$ cat config.mk
export PLATFORM = sky130hd
export DESIGN_NAME = cordic_arbiter
export DESIGN_NICKNAME = d
export VERILOG_FILES = /design/src/rtl/cordic_arbiter.sv
export SDC_FILE = /design/constraint.sdc
export NUM_CORES = 1
export LEC_CHECK = 0
export BUFFER_PORTS_ARGS = -buffer_cell sky130_fd_sc_hd__buf_2
export CORE_ASPECT_RATIO = 1.5
export CORE_MARGIN = 5
export CORE_UTILIZATION = 30
export CTS_BUF_LIST = sky130_fd_sc_hd__clkbuf_2 sky130_fd_sc_hd__clkbuf_4 sky130_fd_sc_hd__clkbuf_8
export CTS_CLUSTER_SIZE = 20
export DETAILED_ROUTE_END_ITERATION = 10
export HOLD_SLACK_MARGIN = 0.06
export PLACE_DENSITY = 0.6
export SLEW_MARGIN = 20
export SYNTH_ARGS = -nofsm -noshare
export SYNTH_HDL_FRONTEND = slang
export SYNTH_SLANG_ARGS = --single-unit
$ cat constraint.sdc
create_clock -name clk -period 1.89 [get_ports clk]
set_input_delay 0.189 -clock clk [delete_from_list [all_inputs] [get_ports clk]]
set_output_delay 0.189 -clock clk [all_outputs]
set_load 0.01 [all_outputs]
$ cat src/rtl/cordic_arbiter.sv
// cordic_arbiter: shares one CORDIC core among R requesters in round-robin order,
// returning tagged results and converting a silent or hung core into an error response.
module cordic_arbiter #(
    parameter  int B       = 14,
    parameter  int N       = 7,
    parameter  int R       = 4,
    parameter  int TIMEOUT = 32,
    localparam int W       = 2 * B,
    localparam int IDW     = (R > 1) ? $clog2(R) : 1
) (
    input  logic             clk,
    input  logic             rst,
    input  logic [R-1:0]     req_valid,
    input  logic [R*W-1:0]   req_data,
    output logic [R-1:0]     req_ready,
    output logic             rsp_valid,
    input  logic             rsp_ready,
    output logic [IDW-1:0]   rsp_id,
    output logic [W-1:0]     rsp_data,
    output logic             rsp_err,
    output logic             cordic_en,
    output logic [W-1:0]     cordic_data_w,
    input  logic             cordic_busy,
    input  logic [W-1:0]     cordic_data_r
);

    // A timeout shorter than the core's own iteration count would fire on healthy operations.
    localparam int WD_LIMIT = (TIMEOUT > N + 2) ? TIMEOUT : N + 3;
    localparam int WDW      = $clog2(WD_LIMIT + 1);

    typedef enum logic [2:0] {
        IDLE,
        ISSUE,
        WAIT_BUSY,
        RUN,
        RESP
    } state_t;

    state_t          r_state;
    state_t          w_next_state;
    logic [IDW-1:0]  r_rr_ptr;
    logic [IDW-1:0]  r_id;
    logic [WDW-1:0]  r_wd;
    logic [W-1:0]    r_data_w;
    logic [W-1:0]    r_rsp_data;
    logic            r_rsp_err;

    logic            w_grant_found;
    logic [IDW-1:0]  w_grant_idx;
    logic [R-1:0]    w_req_ready;
    logic            w_load;
    logic            w_wd_clr;
    logic            w_wd_inc;
    logic            w_cap_ok;
    logic            w_cap_err;
    logic            w_accept;

    function automatic logic [IDW-1:0] rr_index(input logic [IDW-1:0] base, input int offset);
        return IDW'((int'(base) + offset) % R);
    endfunction

    // Scanning from the far end lets the nearest valid requester after rr_ptr win.
    always_comb begin
        w_grant_found = 1'b0;
        w_grant_idx   = '0;
        for (int k = R - 1; k >= 0; k--) begin
            if (req_valid[rr_index(r_rr_ptr, k)]) begin
                w_grant_found = 1'b1;
                w_grant_idx   = rr_index(r_rr_ptr, k);
            end
        end
    end

    always_comb begin
        w_req_ready = '0;
        if (!rst && r_state == IDLE && w_grant_found) begin
            w_req_ready[w_grant_idx] = 1'b1;
        end
    end

    always_ff @(posedge clk) begin
        if (rst) begin
            r_state <= IDLE;
        end else begin
            r_state <= w_next_state;
        end
    end

    always_comb begin
        w_next_state = r_state;
        w_load       = 1'b0;
        w_wd_clr     = 1'b0;
        w_wd_inc     = 1'b0;
        w_cap_ok     = 1'b0;
        w_cap_err    = 1'b0;
        w_accept     = 1'b0;
        case (r_state)
            IDLE: begin
                if (w_grant_found) begin
                    w_load       = 1'b1;
                    w_next_state = ISSUE;
                end
            end
            ISSUE: begin
                w_wd_clr     = 1'b1;
                w_next_state = WAIT_BUSY;
            end
            WAIT_BUSY: begin
                if (cordic_busy) begin
                    w_wd_clr     = 1'b1;
                    w_next_state = RUN;
                end else if (r_wd != '0) begin
                    w_cap_err    = 1'b1;
                    w_next_state = RESP;
                end else begin
                    w_wd_inc = 1'b1;
                end
            end
            RUN: begin
                if (!cordic_busy) begin
                    w_cap_ok     = 1'b1;
                    w_next_state = RESP;
                end else if (r_wd == WDW'(WD_LIMIT - 1)) begin
                    w_cap_err    = 1'b1;
                    w_next_state = RESP;
                end else begin
                    w_wd_inc = 1'b1;
                end
            end
            RESP: begin
                if (rsp_ready) begin
                    w_accept     = 1'b1;
                    w_next_state = IDLE;
                end
            end
            default: w_next_state = IDLE;
        endcase
    end

    always_ff @(posedge clk) begin
        if (rst) begin
            r_rr_ptr   <= '0;
            r_id       <= '0;
            r_wd       <= '0;
            r_data_w   <= '0;
            r_rsp_data <= '0;
            r_rsp_err  <= 1'b0;
        end else begin
            if (w_load) begin
                r_data_w <= req_data[int'(w_grant_idx) * W +: W];
                r_id     <= w_grant_idx;
            end
            if (w_wd_clr) begin
                r_wd <= '0;
            end else if (w_wd_inc) begin
                r_wd <= r_wd + 1'b1;
            end
            if (w_cap_ok) begin
                r_rsp_data <= cordic_data_r;
                r_rsp_err  <= 1'b0;
            end else if (w_cap_err) begin
                r_rsp_data <= '0;
                r_rsp_err  <= 1'b1;
            end
            // Rotating on acceptance also moves past a requester whose operation errored.
            if (w_accept) begin
                r_rr_ptr <= (r_id == IDW'(R - 1)) ? '0 : r_id + 1'b1;
            end
        end
    end

    assign req_ready     = w_req_ready;
    assign rsp_valid     = !rst && (r_state == RESP);
    assign cordic_en     = !rst && (r_state == ISSUE);
    assign rsp_id        = r_id;
    assign rsp_data      = r_rsp_data;
    assign rsp_err       = r_rsp_err;
    assign cordic_data_w = r_data_w;

endmodule

==> flow_metrics.env <==
export IMPL_grt_total_usage_pct=18.42
export IMPL_ys_types=42
export IMPL_coreArea_um2=11530
export IMPL_worst_slew_pin_slew_ns=0.5790
export IMPL_fp_dieW_um=98.39
export IMPL_synthesis_nets=544
export IMPL_synth_area_top_cells="dfxtp_1 40%, mux2i_1 9.1%, a22o_1 7.0%"
export IMPL_syn_avg_cell_area_um2=8.946
export IMPL_synth_common_cells="70 x dfxtp_1, 32 x mux2i_1, 31 x and3_1, 31 x nand2_1, 28 x a22o_1"
export IMPL_yosysWarningCount=0
export IMPL_synth_edff_count=0
export IMPL_nFillCells=1061
export IMPL_grt_pass1_vias=4286
export IMPL_synth_top_cell_area_share_pct=39.86
export IMPL_dpl_worst_slack_ns=-0.09384
export IMPL_syn2layout_area_growth_pct=78.72
export IMPL_final_hold_viol_count=0
export IMPL_fin_skew_ns=0.009534
export IMPL_firstDrtPassIters=4
export IMPL_path_clk_slew_ns=0.08
export IMPL_critical_path_slowest_cell="dfxtp_4"
export IMPL_avgRoutedWirePerCell_um=17.46
export IMPL_synth_area_um2=3516
export IMPL_drc_errors=0
export IMPL_finalMaxSlewViolations=0
export IMPL_yosysSeqAreaShare_pct=39.86
export IMPL_power_leakage_nw=3.062
export IMPL_numPortBuffers=212
export IMPL_gp_congestion=0.8218
export IMPL_worstSetupPathType="reg2out"
export IMPL_ir_worst_vdd_uv=429.1
export IMPL_multi_input_area_um2=2291
export IMPL_drtIter0Drc=113
export IMPL_ios=213
export IMPL_setup_ws_ns=-0.1350
export IMPL_start_util_pct=30.49
export IMPL_critPathArrivalTime_ns=1.84
export IMPL_rsz0062_at_grt="true"
export IMPL_nNetsFinal=834
export IMPL_synth_ff_latch_count=70
export IMPL_worstHoldPathType="in2reg"
export IMPL_antennaDiodeCount=0
export IMPL_clk_latency_ns=0.35
export IMPL_r2r_setup_slack_ns=-0.13
export IMPL_grt_pass1_wl_mm=20.77
export IMPL_synthArstFlopShare_pct=0
export IMPL_cp_end_kind="primary output"
export IMPL_cts_buffers=9
export IMPL_ys_flop_type="dfxtp_1"
export IMPL_totalWireLength_mm=14.64
export IMPL_seqCellArea_um2=1409
export IMPL_required_ns=1.70
export IMPL_failed_checks="setup timing"
export IMPL_final_min_clock_period_ns=2.025
export IMPL_die_y_um=142.6
export IMPL_avgViaCountPerCell=5.016
export IMPL_worst_setup_path_start_kind="flop"
export IMPL_synthCells=393
export IMPL_cpPeakStageDelay_ns=0.38
export IMPL_num_vias=4203
export IMPL_grt_max_degree=53
export IMPL_synth_area_leader_cell="dfxtp_1"
export IMPL_cap_violations=0
export IMPL_power_density_nw_per_um2=778.5
export IMPL_clockBufferDepth=2
export IMPL_cts_tree="done"
export IMPL_clock_sinks=70
export IMPL_status="finished with violations"
export IMPL_crit_path_cell_trace="nand2_4 > a311oi_4 > buf_4 > nor2_2 > or2_4 > nor2_1 > buf_2"
export IMPL_antenna_found_initial=0
export IMPL_worstPathMaxFanout=4
export IMPL_power_total_mw=4.892
export IMPL_tns_ns=-0.6049
export IMPL_layout_drive_gt1_share_pct=51.45
export IMPL_fmax_ghz=0.4938
export IMPL_htreeDepth=3
export IMPL_die_area_um2=14030
export IMPL_antenna_left=0
export IMPL_synth_most_common_cell="dfxtp_1"
export IMPL_finalCritPeriodShare_pct=107.1
export IMPL_fp_row_count=48
export IMPL_slew_headroom_pct=61.19
export IMPL_dpl_hpwl_mm=9.276
export IMPL_grt_remaining_overflow=0
export IMPL_setup_violations=15
export IMPL_cts_root_buf="clkbuf_8"
[cells in the final DEF, fill, tap and decap left out, drive strengths merged, types with 2 or more instances in the layout]
cell type      n
buf          278
dfxtp         70
nand2         32
mux2i         32
and3          32
a22o          28
o211ai        27
dlygate4sd3   27
o21ai         27
a21boi        24
nor2          23
clkbuf        13
a2111oi       10
a21oi          9
inv            9
and2           4
nor3           4
nand2b         3
xor2           3
nand3          3
ha             3
nor4           3
nand3b         2
o31ai          2
bufinv         2
nor2b          2
or4            2
or2            2
[flip-flops by register name, indices dropped and copies added (netlist names)]
signal	count
cordic_data_w	28
r_rr_ptr	2
r_state	3
r_wd	6
rsp_data	28
rsp_err	1
rsp_id	2
[report_power, final]
part	internal, mW	total (mW)	switching (mW)
registers	1.65	1.75	0.0984
clock network	0.759	1.39	0.632
logic	0.889	1.75	0.864
total	3.30	4.89	1.59
[routing by layer]
| layer | wire [um] | up-vias | part of all wire (%) | GRT usage (%) |
|---|---|---|---|---|
| li1 | - | 2043 | - | - |
| met1 | 5580 | 1925 | 38 | 20.58 |
| met2 | 7484 | 204 | 51 | 31.98 |
| met3 | 999 | 31 | 6.8 | 4.610 |
| met4 | 571 | 0 | 3.9 | 9.928 |
| met5 | 0 | - | 0 | 0 |
[critical path, delay by kind of cell, from the launching register on]
family	cells	cell delay [ns]
AO/OA/AOI/OAI	1	0.33
AND/OR/NAND/NOR	4	0.47
buffers and inverters	2	0.30
flip-flops	1	0.38
[per-stage QoR]
| stage | cell area [um2] | utilization (%) | hold slack (ns) | cells |
|---|---|---|---|---|
| finish | 6284 | 54.49 | 0.07721 | 838 |
| CTS | 5862 | 50.84 | 0.06134 | 827 |
| global route | 6284 | 54.49 | 0.06962 | 838 |
| detailed placement | 5017 | 43.51 | 0.4018 | 761 |
| floorplan | 3527 | - | 0.3145 | 393 |
| global placement | 5011 | 43.46 | 0.4000 | 761 |
[path summary, 6_finish.rpt]
check                         from               end  cells past startpoint
hold / removal    cordic_data_r[3]       rsp_data[3]                      2
setup / recovery       r_rr_ptr[1]      req_ready[1]                      7
hold reg to reg   cordic_data_w[7]  cordic_data_w[7]                      2
setup reg to reg           r_wd[0]           r_wd[5]                      7
[cell families (layout without fill, tap and decap cells)]
group | count (synthesis) | after routing | synth area share [%]
AO/OA/AOI/OAI | 133 | 133 | 27.54
AND/OR/NAND/NOR | 113 | 114 | 16.97
flip-flops | 70 | 70 | 39.86
buffers and inverters | 38 | 332 | 4.449
multiplexers | 32 | 32 | 9.110
XOR/XNOR | 4 | 4 | 0.9966
adder cells (fa/ha/maj) | 3 | 3 | 1.068
[what timing repair did]
action | in CTS | in global routing
cloned | 3 | 5
setup endpoints to repair | 29 | 52
buffers inserted | 20 | 8
endpoints found under the hold margin | 27 | 0
hold buffers | 27 | 0
pin swaps | 11 | 53
gates resized for setup | 54 | 58
[final cells by class]
type | instances | area share [%]
multi-input cells | 286 | 36.46
repair buffers | 310 | 34.17
flip-flops and latches | 70 | 22.42
well taps | 150 | 2.987
clock buffers | 9 | 1.971
clock inverters | 7 | 1.633
inverters | 6 | 0.3584
No activity file was read; power rests on OpenSTA's default activity.
